**config.mk**
```make
export PLATFORM = sky130hd
export DESIGN_NAME = xlr8_text_ram_sched
export DESIGN_NICKNAME = d
export VERILOG_FILES = /design/src/rtl/xlr8_text_pkg.sv /design/src/rtl/xlr8_text_engine.sv /design/src/rtl/xlr8_text_ram_sched.sv
export SDC_FILE = /design/constraint.sdc
export NUM_CORES = 1
export LEC_CHECK = 0
export ABC_CLOCK_PERIOD_IN_PS = 1890
export BUFFER_PORTS_ARGS = -buffer_cell sky130_fd_sc_hd__buf_4
export CELL_PAD_IN_SITES_DETAIL_PLACEMENT = 2
export CELL_PAD_IN_SITES_GLOBAL_PLACEMENT = 2
export CORE_ASPECT_RATIO = 0.8
export CORE_MARGIN = 2
export CORE_UTILIZATION = 28
export DETAILED_ROUTE_END_ITERATION = 8
export PLACE_DENSITY = 0.78
export SYNTH_ARGS = -nofsm -noshare
export SYNTH_HDL_FRONTEND = slang
export SYNTH_SLANG_ARGS = --single-unit
```
**constraint.sdc**
```tcl
create_clock -name clk_pixel -period 1.89 [get_ports clk_pixel]
set_input_delay 0.378 -clock clk_pixel [delete_from_list [all_inputs] [get_ports clk_pixel]]
set_output_delay 0.378 -clock clk_pixel [all_outputs]
set_load 0.01 [all_outputs]
```
**src/rtl/xlr8_text_pkg.sv**
```systemverilog
// Shared constants and types for the text RAM port-A scheduler.
package xlr8_text_pkg;

  localparam int TEXT_COLS  = 80;
  localparam int TEXT_ROWS  = 30;
  localparam int TEXT_CELLS = TEXT_COLS * TEXT_ROWS;

  typedef logic [12:0] text_addr_t;

  typedef enum logic [2:0] {
    ENG_IDLE,
    ENG_FILL,
    ENG_SCR_RD,
    ENG_SCR_WR,
    ENG_SCR_BLANK
  } eng_state_t;

endpackage

```
**src/rtl/xlr8_text_engine.sv**
```systemverilog
// Fill / scroll-up engine. Requests port A and advances only on granted cycles.
module xlr8_text_engine
  import xlr8_text_pkg::*;
#(
  parameter int ADDR_W = 13,
  parameter int COLS   = TEXT_COLS,
  parameter int ROWS   = TEXT_ROWS
) (
  input  logic              clk_pixel,
  input  logic              rst,
  input  logic              cmd_fill,
  input  logic              cmd_scroll,
  input  logic [7:0]        fill_char,
  input  logic [7:0]        fill_attr,
  input  logic              gnt,
  input  logic [7:0]        ram_char_q,
  input  logic [7:0]        ram_attr_q,
  output logic              req,
  output logic [ADDR_W-1:0] addr,
  output logic [7:0]        char_wdata,
  output logic [7:0]        attr_wdata,
  output logic              we,
  output logic              rd,
  output logic              busy,
  output logic              done
);

  localparam int CELLS = COLS * ROWS;
  localparam logic [ADDR_W-1:0] LAST_CELL = ADDR_W'(CELLS - 1);
  localparam logic [ADDR_W-1:0] LAST_COPY = ADDR_W'((ROWS - 1) * COLS - 1);
  localparam logic [ADDR_W-1:0] ROW_STEP  = ADDR_W'(COLS);

  eng_state_t        state, state_nxt;
  logic [ADDR_W-1:0] a, a_nxt;
  logic [7:0]        cp_char, cp_attr;
  logic              cp_lat;   // a scroll read was granted last cycle; ram_*_q holds it now

  // State, address and copy register; the copy latches even if the write is stalled.
  always_ff @(posedge clk_pixel) begin
    if (rst) begin
      state   <= ENG_IDLE;
      a       <= '0;
      cp_lat  <= 1'b0;
      cp_char <= '0;
      cp_attr <= '0;
    end else begin
      state  <= state_nxt;
      a      <= a_nxt;
      cp_lat <= gnt && (state == ENG_SCR_RD);
      if (cp_lat) begin
        cp_char <= ram_char_q;
        cp_attr <= ram_attr_q;
      end
    end
  end

  // Next state and port-A request. A write granted right after its read bypasses the copy reg.
  always_comb begin
    state_nxt  = state;
    a_nxt      = a;
    req        = 1'b0;
    addr       = a;
    we         = 1'b0;
    rd         = 1'b0;
    char_wdata = fill_char;
    attr_wdata = fill_attr;
    done       = 1'b0;
    case (state)
      ENG_IDLE: begin
        if (cmd_fill) begin
          state_nxt = ENG_FILL;
          a_nxt     = '0;
        end else if (cmd_scroll) begin
          state_nxt = ENG_SCR_RD;
          a_nxt     = '0;
        end
      end
      ENG_FILL, ENG_SCR_BLANK: begin
        req = 1'b1;
        we  = 1'b1;
        if (gnt) begin
          a_nxt = a + 1'b1;
          if (a == LAST_CELL) begin
            state_nxt = ENG_IDLE;
            done      = 1'b1;
          end
        end
      end
      ENG_SCR_RD: begin
        req  = 1'b1;
        rd   = 1'b1;
        addr = a + ROW_STEP;
        if (gnt) state_nxt = ENG_SCR_WR;
      end
      ENG_SCR_WR: begin
        req        = 1'b1;
        we         = 1'b1;
        char_wdata = cp_lat ? ram_char_q : cp_char;
        attr_wdata = cp_lat ? ram_attr_q : cp_attr;
        if (gnt) begin
          a_nxt     = a + 1'b1;
          state_nxt = (a == LAST_COPY) ? ENG_SCR_BLANK : ENG_SCR_RD;
        end
      end
      default: state_nxt = ENG_IDLE;
    endcase
  end

  assign busy = (state != ENG_IDLE);

endmodule

```
**src/rtl/xlr8_text_ram_sched.sv**
```systemverilog
// Port-A scheduler for the char/attr text RAMs: AVR write slot, auto-increment pointer,
// read prefetch and the fill/scroll engine, fixed priority slot > prefetch > engine.
module xlr8_text_ram_sched
  import xlr8_text_pkg::*;
#(
  parameter int ADDR_W = 13,
  parameter int COLS   = TEXT_COLS,
  parameter int ROWS   = TEXT_ROWS
) (
  input  logic              clk_pixel,
  input  logic              rst,
  input  logic              clken,
  input  logic [7:0]        avr_wdata,
  input  logic              avr_addr_lo_we,
  input  logic              avr_addr_hi_we,
  input  logic              avr_char_we,
  input  logic              avr_attr_we,
  input  logic              avr_attr_re,
  output logic [ADDR_W-1:0] avr_addr,
  output logic [7:0]        avr_char_rdata,
  output logic [7:0]        avr_attr_rdata,
  output logic              avr_rd_valid,
  input  logic              cmd_fill,
  input  logic              cmd_scroll,
  input  logic [7:0]        fill_char,
  input  logic [7:0]        fill_attr,
  output logic              busy,
  output logic [ADDR_W-1:0] ram_addr,
  output logic [7:0]        ram_char_wdata,
  output logic [7:0]        ram_attr_wdata,
  output logic              ram_char_we,
  output logic              ram_attr_we,
  output logic              ram_rden,
  input  logic [7:0]        ram_char_q,
  input  logic [7:0]        ram_attr_q
);

  localparam int CELLS = COLS * ROWS;
  localparam logic [ADDR_W-1:0] LAST_CELL = ADDR_W'(CELLS - 1);

  logic [ADDR_W-1:0] ptr, ptr_nxt;
  logic              slot_vld, slot_cwe, slot_awe;
  logic [ADDR_W-1:0] slot_addr;
  logic [7:0]        slot_wdata;
  logic              pf_pend, pf_inflight, pf_issue;
  logic              stb_any, stb_wr, stb_inc, touch;

  logic              eng_req, eng_gnt, eng_we, eng_rd, eng_done;
  logic [ADDR_W-1:0] eng_addr;
  logic [7:0]        eng_char, eng_attr;

  assign stb_any  = clken & (avr_addr_lo_we | avr_addr_hi_we | avr_char_we |
                             avr_attr_we | avr_attr_re);
  assign stb_wr   = clken & (avr_char_we | avr_attr_we);
  assign stb_inc  = clken & (avr_attr_we | avr_attr_re);
  assign touch    = stb_any | eng_done;
  assign pf_issue = pf_pend & ~slot_vld;
  assign eng_gnt  = eng_req & ~slot_vld & ~pf_pend;
  assign avr_addr = ptr;

  // Pointer next value: wrap-increment first, then any byte loads override (no clamping).
  always_comb begin
    ptr_nxt = ptr;
    if (stb_inc) ptr_nxt = (ptr == LAST_CELL) ? '0 : ptr + 1'b1;
    if (clken && avr_addr_lo_we) ptr_nxt[7:0] = avr_wdata;
    if (clken && avr_addr_hi_we) ptr_nxt[ADDR_W-1:8] = avr_wdata[ADDR_W-9:0];
  end

  // Pointer and one-entry write slot; the slot captures the pre-increment pointer.
  always_ff @(posedge clk_pixel) begin
    if (rst) begin
      ptr        <= '0;
      slot_vld   <= 1'b0;
      slot_cwe   <= 1'b0;
      slot_awe   <= 1'b0;
      slot_addr  <= '0;
      slot_wdata <= '0;
    end else begin
      ptr        <= ptr_nxt;
      slot_vld   <= stb_wr;
      slot_cwe   <= clken & avr_char_we;
      slot_awe   <= clken & avr_attr_we;
      slot_addr  <= ptr;
      slot_wdata <= avr_wdata;
    end
  end

  // Prefetch: any touch drops valid, requeues a read and discards one already in flight.
  always_ff @(posedge clk_pixel) begin
    if (rst) begin
      pf_pend        <= 1'b0;
      pf_inflight    <= 1'b0;
      avr_rd_valid   <= 1'b0;
      avr_char_rdata <= '0;
      avr_attr_rdata <= '0;
    end else begin
      if (pf_inflight) begin
        avr_char_rdata <= ram_char_q;
        avr_attr_rdata <= ram_attr_q;
        avr_rd_valid   <= 1'b1;
      end
      pf_inflight <= pf_issue;
      if (pf_issue) pf_pend <= 1'b0;
      if (touch) begin
        avr_rd_valid <= 1'b0;
        pf_pend      <= 1'b1;
        pf_inflight  <= 1'b0;
      end
    end
  end

  // Fixed-priority port-A mux.
  always_comb begin
    ram_addr       = eng_addr;
    ram_char_wdata = eng_char;
    ram_attr_wdata = eng_attr;
    ram_char_we    = 1'b0;
    ram_attr_we    = 1'b0;
    ram_rden       = 1'b0;
    if (slot_vld) begin
      ram_addr       = slot_addr;
      ram_char_wdata = slot_wdata;
      ram_attr_wdata = slot_wdata;
      ram_char_we    = slot_cwe;
      ram_attr_we    = slot_awe;
    end else if (pf_pend) begin
      ram_addr = ptr;
      ram_rden = 1'b1;
    end else if (eng_req) begin
      ram_char_we = eng_we;
      ram_attr_we = eng_we;
      ram_rden    = eng_rd;
    end
  end

  xlr8_text_engine #(.ADDR_W(ADDR_W), .COLS(COLS), .ROWS(ROWS)) u_engine (
    .clk_pixel  (clk_pixel),
    .rst        (rst),
    .cmd_fill   (cmd_fill),
    .cmd_scroll (cmd_scroll),
    .fill_char  (fill_char),
    .fill_attr  (fill_attr),
    .gnt        (eng_gnt),
    .ram_char_q (ram_char_q),
    .ram_attr_q (ram_attr_q),
    .req        (eng_req),
    .addr       (eng_addr),
    .char_wdata (eng_char),
    .attr_wdata (eng_attr),
    .we         (eng_we),
    .rd         (eng_rd),
    .busy       (busy),
    .done       (eng_done)
  );

endmodule

```
==> flow_metrics.tcl <==
set metrics [dict create \
    run_status "finished, violations left" \
    failed_checks "negative setup slack" \
    via_count 4633 \
    antennaDiodeCount 0 \
    syn_area_sq_um 4459 \
    r2r_start "u_engine.a[7]" \
    row_count 41 \
    worst-endpoint-arrival_ns 2.00 \
    holdCritStartpoint "avr_wdata[5]" \
    tritoncts "done" \
    clk_pin_slew_worst_paths_ns 0.07 \
    switching_power_mw 1.721 \
    antenna_found_initial 0 \
    totalWireLength_um 18960 \
    timing.max_slew.rel_slack_pct 66.96 \
    critical_path.reg2reg.endpoint "u_engine.state[2]" \
    worst_setup_path_start_kind "flop" \
    cts_hold_buffers 0 \
    worst_path_largest_cell_delay_ns 0.46 \
    routed_wire_per_std_cell_um 20.85 \
    syn_area_per_cell_sq_um 8.320 \
    grt_util_all_layers_pct 20.91 \
    worstHoldEndpoint "slot_wdata[5]" \
    post_synth_inst_count 536 \
    ys_seq_elements 89 \
    power.sequential.fraction_pct 37.5 \
    grt_start_max_net_pins 51 \
    synth-warning-count 0 \
    layout_worst_path_cycle_share_pct 125.9 \
    worst_setup_path_end_kind "output pin" \
    drc 0 \
    synthFlopType "sky130_fd_sc_hd__dfxtp_1" \
    hold_viol 0 \
    timing.reg2reg.worst_path_depth 8 \
    crit_path_cell_trace "or3b_4 > nor3b_4 > xnor2_2 > o21ai_1 > mux2_4 > buf_6" \
    post_place_cell_area_sq_um 5864 \
    die_y_um 116.9 \
    postLayoutCellArea_sq_um 6690 \
    setup-tns-final_ns -7.756 \
    cts_inserted_buffers 9 \
    htreeDepth 3 \
    clock_insertion_delay_worst_skew_ns 0.35 \
    critical_path_required_ns 1.51 \
    power.share.clock_pct 33.2 \
    post_route_cells_drive_above_1_share_pct 39.63 \
    start_util_pct 28.41 \
    finalWorstPathRequiredPeriod_ns 2.380 \
    worst_path_max_delay_cell "sky130_fd_sc_hd__or3b_4" \
    grt_setup_unrepaired "yes" \
    grt_pass1_wl_um 27630 \
    report.final.setup_viol 28 \
    synthArstFlopShare_pct 0 \
    combinationalPowerShare_pct 29.3 \
    clockRootBuffer "sky130_fd_sc_hd__clkbuf_16" \
    clock_sinks 89 \
    maxSlewViolCount 0 \
    sw_frac_of_total_pct 32.15 \
    drt_iter0_markers 193 \
    io_pins 113 \
    power.internal_mw 3.631 \
    synth.yosys.seq_area_share_pct 39.96 \
    ctsLongestPathBuffers 2 \
    path_class "flop to output pin" \
    route.detailed.vias_per_inst 5.097 \
    worstPathMaxFanout 4 \
    final_nets 744 \
    maxCapViolations 0 \
    die-width_um 145.1 \
    final_setup_margin_ns -0.4899 \
    min-delay-path-class "input pin to flop" \
    gpl.final_weighted_congestion 0.8912 \
    layout.filler_cells 1753 \
    syn_to_final_growth_pct 50.03 \
    hpwlAfterDp_um 12970 \
    r2r_setup_slack_ns 0.02 \
    port_buffers 112 \
    netlist-cell-type-count 59 \
    leakagePower_nw 2.683 \
    instance_count_along_the_most_critical_hold_path 3 \
    placeableCoreArea_sq_um 15700 \
    floorplan.die_area_sq_um 16960 \
    maxClockFrequency_ghz 0.4202 \
    synth-edff-count 0 \
    overflow 0 \
    worst_ir_drop_vdd_mv 0.4498 \
    measured_slew_at_the_worst_slew_check_pin_ns 0.4915 \
    synth.net_count 591 \
    cellPowerDensity_nw_per_um2 800.0 \
    clock_skew_ns 0.006840 \
    final_core_utilization_pct 42.62 \
    vias_in_the_first_global_route 4929 \
    detailedRoute.firstPassIterationCount 5 \
    antenna_violating_nets_post_route 0 \
]
-- worst max-delay path by stage --
stage / startpoint / end / slack (ns) / cells after the start
4_1_cts: u_engine.state[2] / ram_addr[6] / -0.47 / 7
3_5_place_dp: u_engine.state[0] / ram_addr[11] / -0.18 / 6
2_1_floorplan: u_engine.state[2] / ram_addr[11] / -0.07 / 7
6_report: u_engine.state[0] / ram_addr[11] / -0.49 / 6
5_1_grt: u_engine.state[0] / ram_addr[11] / -0.55 / 6
3_3_place_gp: u_engine.state[0] / ram_addr[11] / -0.10 / 6
-- per-layer routing --
metal	GRT usage [%]	vias to the layer above	share of wire, %
met1	26.56	2288	45
met2	36.29	122	49
li1	-	2199	-
met3	4.845	24	4.4
met4	5.686	0	1.8
met5	0	-	0
-- sequential cells by signal, indices dropped and copies added (netlist names), 3 cells and up --
name,cells
avr_addr,13
avr_attr_rdata,8
u_engine.cp_attr,8
u_engine.cp_char,8
avr_char_rdata,8
u_engine.a,13
slot_addr,13
u_engine.state,3
slot_wdata,8
-- cell usage after synthesis, types with 3 or more instances --
cell type	number	share of area (%)
sky130_fd_sc_hd__nand2_1	43	3.6
sky130_fd_sc_hd__a21o_1	4	0.67
sky130_fd_sc_hd__buf_2	10	1.1
sky130_fd_sc_hd__mux2_2	3	0.76
sky130_fd_sc_hd__a311oi_1	3	0.59
sky130_fd_sc_hd__buf_1	6	0.51
sky130_fd_sc_hd__and2_1	3	0.42
sky130_fd_sc_hd__ha_1	5	1.4
sky130_fd_sc_hd__a21oi_1	42	4.7
sky130_fd_sc_hd__and3_1	9	1.3
sky130_fd_sc_hd__nor2b_1	17	2.4
sky130_fd_sc_hd__o211ai_1	3	0.51
sky130_fd_sc_hd__o21ai_1	6	0.67
sky130_fd_sc_hd__o22ai_1	4	0.56
sky130_fd_sc_hd__nand4_1	6	0.84
sky130_fd_sc_hd__o21ai_0	30	3.4
sky130_fd_sc_hd__nor2_1	74	6.2
sky130_fd_sc_hd__a31oi_1	8	1.1
sky130_fd_sc_hd__nand3_1	13	1.5
sky130_fd_sc_hd__dfxtp_1	89	40
sky130_fd_sc_hd__nor4_1	4	0.56
sky130_fd_sc_hd__nor3_1	8	0.90
sky130_fd_sc_hd__and4_1	3	0.59
sky130_fd_sc_hd__or3_1	5	0.70
sky130_fd_sc_hd__xnor2_1	10	2.0
sky130_fd_sc_hd__xor2_1	10	2.0
sky130_fd_sc_hd__mux2i_1	41	9.2
sky130_fd_sc_hd__a211oi_1	5	0.84
sky130_fd_sc_hd__clkbuf_1	20	1.7
sky130_fd_sc_hd__inv_1	10	0.84
sky130_fd_sc_hd__o32ai_1	5	0.98
-- through the flow --
step / std cells / worst slack [ns] / power [mW] / hold WS (ns)
6_report: 909 / -0.4899 / 5.352 / 0.2692
5_1_grt: 909 / -0.5483 / 5.601 / 0.2840
4_1_cts: 900 / -0.4729 / 5.152 / 0.2587
3_5_place_dp: 879 / -0.1797 / 3.273 / 0.4912
3_3_place_gp: 879 / -0.1046 / 3.218 / 0.4710
2_1_floorplan: 536 / -0.07473 / 2.665 / 0.4557
-- what timing repair did --
item	CTS	global route
endpoints found under the setup margin	32	41
cloned	1	3
buffers inserted	4	7
gates resized for setup	29	92
pin swaps	8	31
-- area by class of cell --
class                           instances  area, sq um  share of cell area (%)
Sequential cell                        89         1800                   26.91
Timing Repair Buffer                  180         1511                   22.59
Tap cell                              215        269.0                   4.021
Inverter                               10        40.04                  0.5985
Multi-Input combinational cell        399         2780                   41.56
Clock buffer                           10        239.0                   3.572
Clock inverter                          6        50.05                  0.7481
-- critical path: cells and delay by family (launching register included) --
| kind | cells | cell delay (ns) |
|---|---|---|
| AO/OA/AOI/OAI | 1 | 0.09 |
| XOR/XNOR | 1 | 0.14 |
| buffers and inverters | 1 | 0.12 |
| flip-flops | 1 | 0.33 |
| multiplexers | 1 | 0.28 |
| AND/OR/NAND/NOR | 2 | 0.69 |
-- power by group through the flow --
stage                     Clock, mW  Sequential (mW)  Combinational, mW
after floorplan                   0             2.05              0.612
after detailed placement          0             2.04               1.23
after CTS                      1.82             2.00               1.33
after global routing           1.90             2.01               1.68
after global placement            0             2.04               1.18
final                          1.78             2.01               1.57
-- cells by family (layout without fill, tap and decap cells) --
family	Yosys count	count (layout)	synth area share (%)
xor gates and xnor gates	20	20	3.928
muxes	44	44	9.961
buffers and inverters	48	206	4.658
adders and majority gates	5	5	1.403
AOI/OAI and AO/OA	121	121	16.30
DFF	89	89	39.96
and+or+nand+nor	209	209	23.79
-- layout by cell type (no fill, tap or decap), drive strengths merged, types with 6 or more instances in the layout --
master,netlist,layout
and3,9,9
a21oi,43,43
dfxtp,89,89
o21ai,36,36
xor2,10,10
nor3,9,9
xnor2,10,10
clkbuf,20,13
mux2i,41,41
nor2,76,76
nand2,43,43
nand3,13,13
inv,10,13
nor2b,18,18
buf,18,177
a31oi,8,8
nand4,6,6
No activity file was read; power rests on OpenSTA's default activity.
